==> config.mk <==
export PLATFORM = sky130hd
export DESIGN_NAME = pipe_trace_buffer
export DESIGN_NICKNAME = d
export VERILOG_FILES = /design/src/rtl/pipe_trace_buffer.sv
export SDC_FILE = /design/constraint.sdc
export NUM_CORES = 1
export LEC_CHECK = 0
export ABC_AREA = 1
export BUFFER_PORTS_ARGS = -buffer_cell sky130_fd_sc_hd__buf_2
export CAP_MARGIN = 30
export CORE_MARGIN = 2
export CORE_UTILIZATION = 31
export DETAILED_ROUTE_END_ITERATION = 6
export PLACE_DENSITY = 0.57
export SYNTH_ARGS = -nofsm -noshare
export SYNTH_HDL_FRONTEND = slang
export SYNTH_SLANG_ARGS = --single-unit
==> constraint.sdc <==
create_clock -name clk -period 6.2 [get_ports clk]
set_input_delay 0 -clock clk [delete_from_list [all_inputs] [get_ports clk]]
set_output_delay 0 -clock clk [all_outputs]
set_load 0.02 [all_outputs]
==> src/rtl/pipe_trace_buffer.sv <==
// Writeback-stage trace recorder: captures retiring instructions into a small
// on-chip ring buffer (optionally after a PC trigger), then drains oldest-first
// over a valid/ready port once capture has ended.
//
// state     | meaning
// ----------+---------------------------------------------------------------
// IDLE      | no session since reset; nothing recorded, nothing to drain
// WAIT_TRIG | armed, discarding retirements until wb_pc matches trig_pc
// CAPTURE   | recording every eligible retirement at wr_ptr
// DONE      | capture ended; buffer drains through rd_valid/rd_ready
module pipe_trace_buffer #(
    parameter int DATA_W  = 32,
    parameter int RD_W    = 5,
    parameter int DEPTH   = 16,
    parameter int RW_ONLY = 0
) (
    input  logic                       clk,
    input  logic                       rst,
    input  logic                       wb_valid,
    input  logic                       wb_regwrite,
    input  logic [DATA_W-1:0]          wb_pc,
    input  logic [RD_W-1:0]            wb_rd,
    input  logic [DATA_W-1:0]          wb_result,
    input  logic                       arm,
    input  logic                       stop,
    input  logic                       mode,
    input  logic                       trig_en,
    input  logic [DATA_W-1:0]          trig_pc,
    input  logic                       rd_ready,
    output logic                       rd_valid,
    output logic [DATA_W-1:0]          rd_pc,
    output logic [RD_W-1:0]            rd_rd,
    output logic [DATA_W-1:0]          rd_result,
    output logic [$clog2(DEPTH):0]     count,
    output logic                       overflow,
    output logic [1:0]                 state
);

    localparam int AW = $clog2(DEPTH);
    localparam int CW = AW + 1;

    typedef enum logic [1:0] {
        S_IDLE      = 2'd0,
        S_WAIT_TRIG = 2'd1,
        S_CAPTURE   = 2'd2,
        S_DONE      = 2'd3
    } state_t;

    state_t              state_q, state_d;
    logic [AW-1:0]       wr_ptr_q, wr_ptr_d;
    logic [AW-1:0]       rd_ptr_q, rd_ptr_d;
    logic [CW-1:0]       count_q, count_d;
    logic                overflow_q, overflow_d;
    logic                mode_q, mode_d;
    logic [DATA_W-1:0]   trig_pc_q, trig_pc_d;
    logic                wr_en;
    logic                eligible;

    logic [DATA_W-1:0]   mem_pc     [DEPTH];
    logic [RD_W-1:0]     mem_rd     [DEPTH];
    logic [DATA_W-1:0]   mem_result [DEPTH];

    assign eligible = wb_valid && ((RW_ONLY == 0) || wb_regwrite);
    assign rd_valid = (state_q == S_DONE) && (count_q != '0);

    // Head fields are forced to zero whenever nothing is presented, so the
    // unreset storage never leaks onto the port (including right after reset).
    assign rd_pc     = rd_valid ? mem_pc[rd_ptr_q]     : '0;
    assign rd_rd     = rd_valid ? mem_rd[rd_ptr_q]     : '0;
    assign rd_result = rd_valid ? mem_result[rd_ptr_q] : '0;

    assign count    = count_q;
    assign overflow = overflow_q;
    assign state    = state_q;

    // Next-state, pointer and write-enable decode; arm overrides everything.
    always_comb begin
        state_d    = state_q;
        wr_ptr_d   = wr_ptr_q;
        rd_ptr_d   = rd_ptr_q;
        count_d    = count_q;
        overflow_d = overflow_q;
        mode_d     = mode_q;
        trig_pc_d  = trig_pc_q;
        wr_en      = 1'b0;
        if (arm) begin
            wr_ptr_d   = '0;
            rd_ptr_d   = '0;
            count_d    = '0;
            overflow_d = 1'b0;
            mode_d     = mode;
            trig_pc_d  = trig_pc;
            state_d    = trig_en ? S_WAIT_TRIG : S_CAPTURE;
        end else begin
            case (state_q)
                S_WAIT_TRIG: begin
                    if (eligible && (wb_pc == trig_pc_q)) begin
                        wr_en    = 1'b1;
                        wr_ptr_d = wr_ptr_q + AW'(1);
                        count_d  = count_q + CW'(1);
                        state_d  = S_CAPTURE;
                    end
                    if (stop) state_d = S_DONE;
                end
                S_CAPTURE: begin
                    if (eligible) begin
                        wr_en    = 1'b1;
                        wr_ptr_d = wr_ptr_q + AW'(1);
                        // Only circular mode can reach a write with a full
                        // buffer; stop-when-full has already left CAPTURE.
                        if (count_q == CW'(DEPTH)) begin
                            rd_ptr_d   = rd_ptr_q + AW'(1);
                            overflow_d = 1'b1;
                        end else begin
                            count_d = count_q + CW'(1);
                            if (!mode_q && (count_q == CW'(DEPTH - 1)))
                                state_d = S_DONE;
                        end
                    end
                    if (stop) state_d = S_DONE;
                end
                S_DONE: begin
                    if (rd_valid && rd_ready) begin
                        rd_ptr_d = rd_ptr_q + AW'(1);
                        count_d  = count_q - CW'(1);
                    end
                end
                default: ;
            endcase
        end
    end

    // Control registers; async reset abandons any session immediately.
    always_ff @(posedge clk or negedge rst) begin
        if (!rst) begin
            state_q    <= S_IDLE;
            wr_ptr_q   <= '0;
            rd_ptr_q   <= '0;
            count_q    <= '0;
            overflow_q <= 1'b0;
            mode_q     <= 1'b0;
            trig_pc_q  <= '0;
        end else begin
            state_q    <= state_d;
            wr_ptr_q   <= wr_ptr_d;
            rd_ptr_q   <= rd_ptr_d;
            count_q    <= count_d;
            overflow_q <= overflow_d;
            mode_q     <= mode_d;
            trig_pc_q  <= trig_pc_d;
        end
    end

    // Trace storage write port; intentionally unreset.
    always_ff @(posedge clk) begin
        if (wr_en) begin
            mem_pc[wr_ptr_q]     <= wb_pc;
            mem_rd[wr_ptr_q]     <= wb_rd;
            mem_result[wr_ptr_q] <= wb_result;
        end
    end

endmodule
==> results of run 1 <==
==> worst max-delay path, stage by stage (launching register included) <==
cell and delay (ns):
dfrtp_4 0.75, inv_16 0.35, buf_16 0.69, buf_4 0.56, o21ai_0 0.14, o221ai_1 0.18
nand3_1 0.15, a21oi_1 0.44, buf_2 0.26
==> worst max-delay path by stage <==
stage                                    to  slack [ns]
2_1_floorplan       mem_pc[15][0]$_DFFE_PP_       -0.22
3_3_place_gp   mem_result[12][23]$_DFFE_PP_        2.36
3_5_place_dp   mem_result[11][23]$_DFFE_PP_        2.45
4_1_cts                            rd_pc[2]        1.71
5_1_grt                       rd_result[20]        1.45
6_report                      rd_result[20]        1.69
==> power groups by stage <==
| stage | registers, W | logic [W] | clock network (W) |
|---|---|---|---|
| floorplan | 0.00892 | 0.00318 | 0 |
| global placement | 0.00898 | 0.00435 | 0 |
| detailed placement | 0.00898 | 0.00445 | 0 |
| CTS | 0.00882 | 0.00457 | 0.00706 |
| global route | 0.00884 | 0.00505 | 0.00736 |
| finish | 0.00882 | 0.00454 | 0.00693 |
==> per-stage QoR <==
stage                     area, um2   util  instances  hold slack (ns)  total power [W]
after floorplan               45700      -       3366           -0.296           0.0121
after CTS                     54300  0.371       5697            0.145           0.0205
after detailed placement      48600  0.332       5282            0.156           0.0134
after global routing          54300  0.371       5697            0.183           0.0212
final                         54300  0.371       5697            0.207           0.0203
after global placement        48400  0.331       5276            0.156           0.0133
==> cells by family (layout without fill, tap and decap cells) <==
kind of cell | count (synthesis) | in the layout | synth area share
flops | 1153 | 1153 | 0.752
compound gates | 1037 | 1037 | 0.136
simple gates | 838 | 838 | 0.0724
buf+inv | 315 | 729 | 0.0342
fa+ha+maj | 12 | 12 | 0.00345
xor+xnor | 11 | 11 | 0.00211
==> metal layers <==
layer  vias up  GRT usage  wire [um]
li1      13400          -          -
met3       169     0.0279       7200
met2       866      0.263      58800
met5         -          0         27
met1     14800      0.229      57600
met4         4     0.0420       2670
==> final cells by class <==
type | count | area, um2
fillers | 13900 | 91800
flip-flops and latches | 1153 | 34400
multi-input cells | 1898 | 9900
repair buffers | 441 | 3530
clock buffers | 147 | 3120
well taps | 1917 | 2400
clock inverters | 73 | 629
inverters | 68 | 284
==> layout by cell type (no fill, tap or decap), drive strengths merged <==
cell / netlist / final
o31ai: 2 / 2
a21oi: 78 / 78
bufinv: 0 / 10
o211ai: 76 / 76
o21ai: 603 / 603
o221ai: 200 / 200
inv: 66 / 71
clkinv: 2 / 55
and3: 1 / 1
buf: 92 / 246
dlygate4sd3: 0 / 195
nand2: 156 / 156
o22ai: 76 / 76
ha: 11 / 11
xor2: 3 / 3
nor2: 593 / 593
fa: 1 / 1
dfrtp: 49 / 49
nor3: 2 / 2
clkinvlp: 0 / 5
or2: 2 / 2
a31oi: 2 / 2
xnor2: 8 / 8
edfxtp: 1104 / 1104
nand3: 80 / 80
clkbuf: 155 / 147
nand4: 4 / 4
==> registers in the layout, indices dropped and copies added (netlist names) <==
| register | count |
|---|---|
| mem_pc | 512 |
| mem_result | 512 |
| mem_rd | 80 |
| trig_pc_q | 32 |
| count | 5 |
| rd_ptr_q | 4 |
| wr_ptr_q | 4 |
| state | 2 |
| mode_q | 1 |
| overflow | 1 |
==> results summary, run 1 <==
The leakage power summed over all cells is 17.6 nW. The library cell with the highest instance count after synthesis is edfxtp_1. The number of clock buffers added by TritonCTS is 119. The power per cell area is around 370 nW/um2. The mean cell area of the mapped netlist came out at 13.6 um2.

The internal portion of the total power is 0.0140 W. The global placer's final weighted congestion came out at 0.735. The run finished with clean final reports. The data required time of the critical path is just over 6 ns. The peak clock frequency supported by timing is 222 MHz.

The post-synthesis async set-or-reset flop share came out at 0.0425. The share of synthesized area in the top cell type comes to 0.725. The startpoint of the worst setup timing path is rd_ptr_q[0]$_DFFE_PN0P_.

The switching component of the power is around 0.0064 W. The count of buffers added by post-CTS timing repair for setup came out at 0. The worst hold path depth came out at 2.

Along the worst path, the maximum fanout reaches around 240. The arrival time at the worst endpoint came out at 4.51 ns. The part of the total power dissipated in the clock network is 0.342. The initial antenna violation count came out at 4. The cell row count is 140. The net switching share of the total power came out at 0.313. Of the total power, registers draw 0.435.

The worst setup path is of the reg2out kind. Entering global routing, the biggest net connects roughly 250 pins. The synthesized design contains 1104 enable-type register cells. Measured in cells, the most critical reg-to-reg path has a length of 12. Among all flip-flop cells after synthesis, the most frequent one is edfxtp_1. The number of maximum-capacitance constraint violations came out at 0. The relative contribution of combinational cells to total power came out at 0.224. The tightest min-delay check is of the in2reg type. The final wirelength came out at roughly 130000 um. The height of the die came out at 388 um. Counting distinct cell types in the post-synthesis netlist gives 36. The number of global-route vias before repair came to 28700. The number of warnings issued by yosys came out at 0. The final count of hold timing violations was 0. Headroom to the max-slew limit came out at 0.240. By count the netlist is led by 1104 x edfxtp_1, 582 x nor2_1, 578 x o21ai_0. The detailed placer's ending HPWL is 62000 um. The width of the die came out at 388 um. For this configuration, the core starts out at a cell density of 0.313. After layout, the worst setup slack is 1.69 ns. The number of search-and-repair iterations in the first detailed-routing pass came out at 5.

In this run the most critical hold path is launched from wb_result[28]. Setup violations remaining at the end of the flow were counted as 0. The clock latency on the worst-skew pair came out at just over 0.7 ns. The I/O pin count is ~190. The post-detailed-route wirelength per cell is 22.2 um. The number of buffers on the longest clock path came out at 3.

The post-layout net count is 3803. The first global-routing pass estimated 186000 um of wire. TritonCTS built the clock tree. Synthesis produced a netlist with a net count of 3488.

The share of the yosys chip area belonging to registers is 0.752. IR analysis of the VDD net gives a maximum drop of roughly 0.00032 V. After layout, the minimum clock period comes to 4.51 ns.

The share of cells above drive strength 1 is 0.118. The post-cts repair resize count is 0. The terminus of the critical flop-to-flop path is mem_result[13][22]$_DFFE_PP_. The total of flip-flops plus latches after synthesis came out at 1153. For this run, design rule violations remaining after detail routing come to 0. The total negative slack is 0 ns. The number of cells produced by synthesis is 3366. The detailed-route vias per instance came out at 5.14. Yosys attributes the largest share of cell area to edfxtp_1 72%, o21ai_0 6.3%, nor2_1 4.8%. The clock skew after layout came out at 0.0253 ns.

Clock tree synthesis found a total of between 1000 and 1500 sinks. The area added between synthesis and finish is 18.6%. After synthesis the cells add up to 45700 um2.

The initial detailed-routing violation count came out at 2614. The worst setup path is launched from a flop. The routed layout has 29300 vias. The number of diodes added for antenna fixing is 0. The number of levels in the clock H-tree is 3. The kind of end point of the critical path is an output pin. The ratio of final minimum period to clock period came out at 0.728. The max-slew violation total from the final report was 0. The cell type with the highest aggregate area in the netlist is edfxtp_1.

The count of hold buffers inserted by post-cts repair came out at 195. Once detail routing completed, the nets flagged for antenna violations numbered 0. The total routing resource utilization after global routing is 0.163. The core region area came out at 146000 um2. Setup repair after global routing left no endpoint under its margin. The cell sitting at the root of the clock tree is a clkbuf_16.

Global routing finished with a remaining overflow of 0. The reg-to-reg setup timing slack came out at 2.52 ns. The die footprint is 151000 um2. Prior to clock tree synthesis, the placed netlist has a worst setup slack of about 2.4 ns. The reg-to-reg critical path startpoint is trig_pc_q[31]$_DFFE_PN0P_. For the pin with the worst max-slew slack, the measured transition is 1.14 ns. Clock-pin slew was measured on the worst setup and hold paths at 0.06 ns. Input and output buffers added on the ports amount to ~190. For hold timing, the worst endpoint is mem_result[7][28]$_DFFE_PP_.
Note: power is estimated with default switching activity, not from simulation.
==> inputs of run 2 (changes only) <==
Settings changed: PLACE_DENSITY 0.57 to 0.56.
Clock period 6.2 ns to 4.5 ns, I/O delays scaled along.
==> results summary, run 2 (same netlist as run 1, synthesis figures left out) <==
The number of diodes added for antenna fixing is 0. Subtracting the final worst setup slack from the clock period gives 3.74 ns. The area growth from synthesis to layout is 19.4%.

The largest voltage drop on the vdd net is 0.000538 V. The cell internal power dissipation is about 0.02 W. The number of buffers added on ports is 186. Setup slack closes at approximately 0.76 ns.

At the end of the flow the core is filled with cells to 0.374. Routability-driven placement finished with a final weighted congestion of 0.734. met2 is the most crowded layer. The root buffer cell chosen for the clock tree is clkbuf_16. The number of search-and-repair iterations in the first detailed-routing pass is 7. The tree built by TritonCTS fans out to roughly 1200 sinks. The share of power burned in registers is 0.425.

The met3 global-route usage is 0.0238. The detailed-route vias per instance came out at 5.11. The core region is 146000 um2. The post-layout net count came out at 3793. The final wirelength is approximately 130000 um. Summed over all layers, the global routing overflow is 0. The final count of hold timing violations is 0.

The path class of the lowest-slack min-delay path is in2reg. The number of cells after detailed placement came out at around 5300. Timing would allow up to 267 MHz. The initial antenna violation count is 10. The number of levels in the clock H-tree came out at 3. The biggest fanout along the worst timing path is 82. The switching component of the power came out at between 0.008 and 0.009 W. The kind of start point of the critical path is a flop. Prior to clock tree synthesis, the placed netlist has a worst setup slack of 1.19 ns. The clock-pin transition on the worst setup and hold timing paths came out at 0.06 ns. In the layout the commonest cells are 1104 x edfxtp_1, 578 x nor2_1, 578 x o21ai_0.

The worst setup path is captured at an output pin. The post-detailed-route wirelength per cell came out at 22.0 um. The power per cell area is 522 nW/um2.

The most common library cell in the layout ignoring fill and taps is edfxtp_1. The width of the die is 388 um. The ratio of final minimum period to clock period came out at 0.831. The post-layout instance area came out at between 50000 and 60000 um2. The largest registers in the layout are mem_pc x512, mem_result x512, mem_rd x80.

The count of filler cells inserted in the layout came out at 13900. The number of non-filler instances in the completed layout came out at 5690. The count of antenna-violating nets left after detailed routing is 0. The routed layout has 29100 vias. The number of maximum-capacitance constraint violations is 0. The CTS buffer count is 118. The I/O pin count is ~190. The initial detailed-routing violation count came out at 2597. The die footprint is roughly 150000 um2. The met1 track demand over resource is 0.228.

TritonCTS built the clock tree. The share of cells above drive strength 1 came out at 0.126. For this run, global-route usage on met2 was measured as 0.261. The worst hold slack after final layout came out at 0.242 ns. The data required time of the critical path came out at 4.50 ns.

The run finished with clean final reports. Summed over all nets, the half-perimeter wirelength after detailed placement is 62600 um. The starting density of the core came out at 0.313. The clock skew after layout is 0.0307 ns. The category of the critical setup timing path is reg2out. The worst pin sits at a relative slew slack of 0.354. Of the total power, the share spent switching nets is 0.307. The slew of the pin with the lowest slew margin is just under 1 ns. At the worst endpoint, the arrival time is 3.74 ns.

After detailed placement, the total cell area comes to between 40000 and 50000 um2. The largest net degree at the start of global routing is 225. The height of the die came out at 388 um.

The count of endpoints failing setup in the final report is 0. Across every metal layer, demand over resource in global routing totals 0.162. Of the total power, combinational logic draws 0.222.

The number of global-route vias before repair is 28500. The clock latency on the worst-skew pair is between 0.7 and 0.8 ns. The part of the total power dissipated in the clock network came out at 0.353. The leakage power summed over all cells came out at 17.7 nW.

Setup repair after global routing left no endpoint under its margin. The final routed DRC violation total came out at 0. The number of buffers on the longest clock path is 3.

The max-slew violation total from the final report came to 0. The cell row count came out at 140. The global-route wire length before repair came out at between 150000 and 200000 um.
run 2: changes by cell type in the layout (fill, tap and decap cells not counted), moves of 7 or more:
| cell | before | now |
|---|---|---|
| clkinv_1 | 30 | 16 |
| clkinv_2 | 21 | 30 |
| bufinv_16 | 10 | 18 |
| buf_12 | 11 | 29 |
| dlygate4sd3_1 | 195 | 177 |
| clkbuf_1 | 25 | 18 |
run 2: worst max-delay path, stage by stage (launching register included):
cell and delay [ns]:
dfrtp_4 0.54, buf_4 0.52, buf_4 0.72, o21ai_0 0.24
o221ai_1 0.26, o211ai_1 0.12, a21oi_1 0.32, buf_2 0.23
run 2: final cells by class:
class | count | area (um2) | area share
clock buffer | 143 | 3140 | 0.0575
multi-input combinational | 1898 | 9900 | 0.181
sequential | 1153 | 34400 | 0.630
clock inverter | 79 | 902 | 0.0165
inverter | 68 | 284 | 0.00520
tap | 1917 | 2400 | 0.0439
timing repair buffer | 432 | 3580 | 0.0656
run 2: power groups by stage:
| stage | registers, W | logic, W | clock network [W] |
|---|---|---|---|
| floorplan | 0.0123 | 0.00438 | 0 |
| global placement | 0.0123 | 0.00616 | 0 |
| detailed placement | 0.0123 | 0.00624 | 0 |
| CTS | 0.0121 | 0.00640 | 0.0103 |
| global route | 0.0121 | 0.00705 | 0.0107 |
| finish | 0.0121 | 0.00634 | 0.0101 |
run 2: worst paths after layout:
| check | end | slack (ns) | start | depth (start not counted) |
|---|---|---|---|---|
| worst max-delay path | rd_rd[4] | 0.76 | rd_ptr_q[0]$_DFFE_PN0P_ | 7 |
| worst min-delay path | mem_result[6][31]$_DFFE_PP_ | 0.24 | wb_result[31] | 2 |
| worst max register to register | mem_result[0][4]$_DFFE_PP_ | 1.20 | trig_pc_q[31]$_DFFE_PN0P_ | 12 |
| worst min register to register | trig_pc_q[12]$_DFFE_PN0P_ | 0.49 | trig_pc_q[12]$_DFFE_PN0P_ | 2 |
| max in group asynchronous | rd_ptr_q[2]$_DFFE_PN0P_ | 3.44 | rst | 4 |
| min in group asynchronous | trig_pc_q[27]$_DFFE_PN0P_ | 0.50 | rst | 4 |
run 2: repair_timing:
item                                   in CTS  in global routing
gates resized for setup                     0                  0
endpoints found under the hold margin    1198                  0
setup buffers                               0                  0
hold buffers                              177                  0
run 2: metal layers:
metal | vias to the layer above | wire (um) | share of wire
li1 | 13400 | - | -
met1 | 14600 | 56500 | 0.45
met2 | 904 | 58500 | 0.47
met3 | 150 | 7530 | 0.060
met4 | 6 | 2530 | 0.020
met5 | - | 34 | 0.00027
run 2: per-stage QoR:
| stage | TNS (ns) | total power, W |
|---|---|---|
| 3_5_place_dp | 0 | 0.0186 |
| 2_1_floorplan | -276.45 | 0.0167 |
| 6_report | 0 | 0.0285 |
| 5_1_grt | 0 | 0.0298 |
| 3_3_place_gp | 0 | 0.0185 |
| 4_1_cts | 0 | 0.0288 |
